**src/rtl/bpu_inflight_ctrl.sv**
```systemverilog
// rtl/bpu_inflight_ctrl.sv - in-flight branch tracker between fetch, EX and the gshare predictor
//
// Purpose: queues {pred, idx, alt_pc} for every predicted branch from fetch
// until EX resolves it (oldest first). It trains the predictor in resolution
// order, and on a misprediction issues a one-cycle flush with the recovery PC.
// Optional feature: define BPU_PERF_CNT_EN to build saturating
// resolved/mispredicted branch counters; otherwise both outputs read 0.
//
// Ports:
//   clk, rst          clock, synchronous active-low reset
//   f_branch_i        push request from fetch (predicted branch)
//   f_pred_i          predicted direction
//   f_idx_i           predictor index used for the prediction
//   f_alt_pc_i        recovery PC if the prediction turns out wrong
//   f_stall_o         queue full, fetch must hold
//   ex_resolve_i      oldest branch resolves (pop)
//   ex_taken_i        actual direction
//   upd_valid_o       predictor training strobe
//   upd_taken_o       predictor training direction
//   upd_idx_o         predictor training index
//   flush_o           one-cycle misprediction flush
//   redirect_pc_o     fetch restart PC, held until the next misprediction
//   err_o             sticky: resolve seen with an empty queue
//   br_cnt_o          resolved-branch count
//   mp_cnt_o          misprediction count
module bpu_inflight_ctrl #(
  parameter int GSHARE_BITS_NUM = 3,
  parameter int PC_WIDTH        = 10,
  parameter int DEPTH           = 4
) (
  input  logic                       clk,
  input  logic                       rst,
  input  logic                       f_branch_i,
  input  logic                       f_pred_i,
  input  logic [GSHARE_BITS_NUM-1:0] f_idx_i,
  input  logic [PC_WIDTH-1:0]        f_alt_pc_i,
  output logic                       f_stall_o,
  input  logic                       ex_resolve_i,
  input  logic                       ex_taken_i,
  output logic                       upd_valid_o,
  output logic                       upd_taken_o,
  output logic [GSHARE_BITS_NUM-1:0] upd_idx_o,
  output logic                       flush_o,
  output logic [PC_WIDTH-1:0]        redirect_pc_o,
  output logic                       err_o,
  output logic [15:0]                br_cnt_o,
  output logic [15:0]                mp_cnt_o
);

  localparam int AW = $clog2(DEPTH);
  localparam int CW = AW + 1;
  localparam logic [CW-1:0] FULL_CNT = CW'(DEPTH);

  typedef enum logic {RUN = 1'b0, FLUSH = 1'b1} state_t;

  state_t state, state_nxt;

  logic                       pred_q [DEPTH];
  logic [GSHARE_BITS_NUM-1:0] idx_q  [DEPTH];
  logic [PC_WIDTH-1:0]        alt_q  [DEPTH];

  logic [AW-1:0] wr_ptr, rd_ptr;
  logic [CW-1:0] count;

  logic push, pop, mispredict, empty_resolve;

  // Stall looks only at the registered count, so a same-cycle pop never
  // lets a push through a full queue.
  assign f_stall_o     = (count == FULL_CNT);
  assign pop           = (state == RUN) && ex_resolve_i && (count != '0);
  assign empty_resolve = (state == RUN) && ex_resolve_i && (count == '0);
  assign mispredict    = pop && (ex_taken_i != pred_q[rd_ptr]);
  assign push          = f_branch_i && !f_stall_o && (state == RUN) && !mispredict;

  // State register
  always_ff @(posedge clk) begin
    if (!rst) state <= RUN;
    else      state <= state_nxt;
  end

  // Next-state logic: FLUSH lasts exactly one cycle
  always_comb begin
    state_nxt = state;
    case (state)
      RUN:     if (mispredict) state_nxt = FLUSH;
      FLUSH:   state_nxt = RUN;
      default: state_nxt = RUN;
    endcase
  end

  // Output logic
  always_comb begin
    flush_o = 1'b0;
    if (state == FLUSH) flush_o = 1'b1;
  end

  // Queue payload; never needs reset because count gates every read
  always_ff @(posedge clk) begin
    if (push) begin
      pred_q[wr_ptr] <= f_pred_i;
      idx_q[wr_ptr]  <= f_idx_i;
      alt_q[wr_ptr]  <= f_alt_pc_i;
    end
  end

  // Queue control. A misprediction wipes everything younger than the head,
  // which is all wrong-path, so the whole queue restarts from empty.
  always_ff @(posedge clk) begin
    if (!rst) begin
      wr_ptr        <= '0;
      rd_ptr        <= '0;
      count         <= '0;
      redirect_pc_o <= '0;
    end else if (mispredict) begin
      wr_ptr        <= '0;
      rd_ptr        <= '0;
      count         <= '0;
      redirect_pc_o <= alt_q[rd_ptr];
    end else begin
      if (push) wr_ptr <= wr_ptr + 1'b1;
      if (pop)  rd_ptr <= rd_ptr + 1'b1;
      case ({push, pop})
        2'b10:   count <= count + 1'b1;
        2'b01:   count <= count - 1'b1;
        default: count <= count;
      endcase
    end
  end

  // Predictor training: one-cycle strobe per pop, zeros otherwise
  always_ff @(posedge clk) begin
    if (!rst) begin
      upd_valid_o <= 1'b0;
      upd_taken_o <= 1'b0;
      upd_idx_o   <= '0;
      err_o       <= 1'b0;
    end else begin
      upd_valid_o <= pop;
      upd_taken_o <= pop && ex_taken_i;
      upd_idx_o   <= pop ? idx_q[rd_ptr] : '0;
      if (empty_resolve) err_o <= 1'b1;
    end
  end

`ifdef BPU_PERF_CNT_EN
  logic [15:0] br_cnt, mp_cnt;

  always_ff @(posedge clk) begin
    if (!rst) begin
      br_cnt <= '0;
      mp_cnt <= '0;
    end else begin
      if (pop && br_cnt != 16'hFFFF)        br_cnt <= br_cnt + 16'd1;
      if (mispredict && mp_cnt != 16'hFFFF) mp_cnt <= mp_cnt + 16'd1;
    end
  end

  assign br_cnt_o = br_cnt;
  assign mp_cnt_o = mp_cnt;
`else
  assign br_cnt_o = 16'h0000;
  assign mp_cnt_o = 16'h0000;
`endif

endmodule

```
**config.mk**
```make
export PLATFORM = sky130hd
export DESIGN_NAME = bpu_inflight_ctrl
export DESIGN_NICKNAME = d
export VERILOG_FILES = /design/src/rtl/bpu_inflight_ctrl.sv
export SDC_FILE = /design/constraint.sdc
export NUM_CORES = 1
export LEC_CHECK = 0
export ABC_AREA = 1
export CAP_MARGIN = 20
export CORE_MARGIN = 5
export CORE_UTILIZATION = 55
export CTS_CLUSTER_SIZE = 40
export DETAILED_ROUTE_END_ITERATION = 10
export PLACE_DENSITY = 0.85
export SYNTH_ARGS = -nofsm -noshare
export SYNTH_HDL_FRONTEND = slang
export SYNTH_SLANG_ARGS = --single-unit
```
**constraint.sdc**
```tcl
create_clock -name clk -period 4.1 [get_ports clk]
set_input_delay 1.025 -clock clk [delete_from_list [all_inputs] [get_ports clk]]
set_output_delay 1.025 -clock clk [all_outputs]
set_load 0.01 [all_outputs]
```
==> flow_metrics.tcl <==
set metrics [dict create \
    setup.worst_path.class "input port to flip-flop" \
    ios 69 \
    start_util_pct 56.7 \
    min_path_cells 2 \
    arrival_ns 3.29 \
    post-route-period-util_pct 74.6 \
    p_per_area_nw_per_um2 596 \
    cellLeakagePower_nw 1.46 \
    drtPass1Iterations 4 \
    drive_gt1_share_pct 7.47 \
    synth_edf_count 56 \
    cts.sinks 82 \
    yosysSeqAreaShare_pct 65.3 \
    skew_ns 0.00667 \
    syn_inst 303 \
    post-cts-setup-buffers 0 \
    maxCapViolations 0 \
    clock_latency_ns 0.35 \
    synth_warnings 0 \
    syn_area_um2 3370 \
    drc 0 \
    min_to "redirect_pc_o[2]" \
    vdd_drop_max_mv 0.345 \
    ys_async_sr_fraction_pct 0 \
    syn_area_per_cell_um2 11.1 \
    antenna_cells 0 \
    status "finished, final reports clean" \
    wl_mm 6.33 \
    r2r_cells 11 \
    numCtsBuffers 9 \
    worst_pin_slew_ns 0.946 \
    htree_levels 3 \
    ant_nets 0 \
    dieWidth_um 88.3 \
    cpMaxStageDelayCell "clkdlybuf4s50_1" \
    max_stage_delay_ns 0.49 \
    fmax_mhz 327 \
    ys_top_cells_by_area "edfxtp_1, dfxtp_1, buf_4" \
    portBuffers 36 \
    antenna_found_initial 0 \
    dieArea_um2 7800 \
    layout_min_cycle_time_ns 3.06 \
    end_kind "flip-flop" \
    clkTransAtPathRegs_ns 0.07 \
    clk_path_buf_depth 2 \
    grt_setup_unrepaired "no" \
    fp-row-count 28 \
    finalSetupViolCount 0 \
    hold_viol_final 0 \
    area_growth_syn_to_layout_pct 14.8 \
    grt_overflow 0 \
    cts_resized 0 \
    cts_hold_buf 0 \
    crit_chain "clkdlybuf4s50_1 > nand2_1 > a21oi_4 > nand3_4 > nand2_2 > ha_1 > inv_1 > fa_1 > a21oi_1 > o21ai_0 > xor2_1 > nor2_1" \
    die_h_um 88.3 \
    hold_path.startpoint "redirect_pc_o[2]" \
    max_slew_margin_pct 36.8 \
    yosys.cell_types.count 27 \
    drv_slew 0 \
    setup_tns_ns 0 \
    grt_pass1_wl_mm 9.85 \
    core_region_area_um2 5960 \
    hold_ws_ns 0.476 \
    avgViaCountPerCell 5.15 \
    start_kind "input port" \
    drtIter0Drc 146 \
    synth_common_cells "edfxtp_1, nor2_1, nand2_1, buf_4, o21ai_0" \
    reg2reg_from "count[0]" \
    cts_tree "yes" \
    synth_top_cell_area_share_pct 49.8 \
    gp_congestion 0.792 \
    r2r_end "count[2]" \
    synth_flop_cell "edfxtp_1" \
    required_ns 4.33 \
    cp_max_fo 14 \
    vias 2178 \
    track_usage_pct 17.3 \
    grt_pass1_vias 2028 \
    worstHoldPathType "flip-flop to flip-flop" \
    synth_seq_cells 82 \
    clockRootBuffer "clkbuf_8" \
    fin_nets 368 \
    yosys.area.top_type "edfxtp_1" \
    finalPower_mw 2.31 \
    synth_most_common_cell "edfxtp_1" \
    reg2reg_slack_ns 1.80 \
    grt_max_degree 29 \
    dp_hpwl_mm 4.06 \
    routedWlPerCell_um 15.0 \
]
cell type report:
class / count / area, um^2
sequential: 82 / 2200
fill: 482 / 2080
multi-input combinational: 190 / 918
timing repair buffer: 40 / 390
clock buffer: 15 / 188
tap: 75 / 93.8
inverter: 20 / 75.1
clock inverter: 1 / 7.51
power by group:
part,leakage (nW),switching (mW),internal (mW)
Clock,0.0951,0.268,0.291
Combinational,0.645,0.373,0.233
Sequential,0.724,0.0980,1.05
state kept, by name, summed over array words and instances, names as in the netlist, named ones only:
signal         count
rd_ptr             2
upd_idx_o          3
alt_q             40
redirect_pc_o     10
pred_q             4
idx_q             12
state              1
upd_valid_o        1
count              3
wr_ptr             2
upd_taken_o        1
err_o              1
per-stage QoR:
stage	utilization (%)	setup WS, ns	area (um^2)	instances
global route	65.1	0.874	3870	423
CTS	65.1	1.07	3870	423
finish	65.1	1.04	3870	423
global placement	61.8	0.803	3680	407
floorplan	-	1.52	3490	334
detailed placement	61.8	0.703	3680	407
worst max-delay path: cells and delay by family:
family                   cells  cell delay [ns]
buffers and inverters        2             0.56
AND/OR/NAND/NOR              4             0.55
adder cells (fa/ha/maj)      2             0.54
AO/OA/AOI/OAI                3             0.45
XOR/XNOR                     1             0.15
layer usage:
layer	global-route usage [%]	part of all wire, %
met5	0	0
met4	9.62	1.9
met3	4.00	9.4
met2	29.0	49
met1	20.5	39
worst max-delay path by stage:
stage,endpoint,startpoint,cells after the start
after floorplan,count[2],ex_resolve_i,11
after global placement,count[2],ex_resolve_i,12
after detailed placement,count[2],ex_resolve_i,12
after CTS,count[2],ex_resolve_i,12
after global routing,count[2],ex_resolve_i,12
final,count[2],ex_resolve_i,12
cells by family after synthesis:
group | count (synthesis) | share of synthesized area [%]
adder cells (fa/ha/maj) | 6 | 2.45
XOR/XNOR | 1 | 0.260
other | 1 | 0.111
flip-flops | 82 | 65.3
AND/OR/NAND/NOR | 103 | 13.0
AO/OA/AOI/OAI | 48 | 7.93
buffers and inverters | 62 | 11.0
layout by cell type (no fill, tap or decap), types with 5 or more instances in the layout:
cell	count
edfxtp_1	56
nor2_1	46
clkdlybuf4s50_1	36
nand2_1	34
conb_1	32
o21ai_0	28
dfxtp_1	26
inv_1	18
nand3_1	14
clkbuf_8	11
o22ai_1	10
a21oi_1	8
ha_1	5
Power figures use the tool's default switching activity.
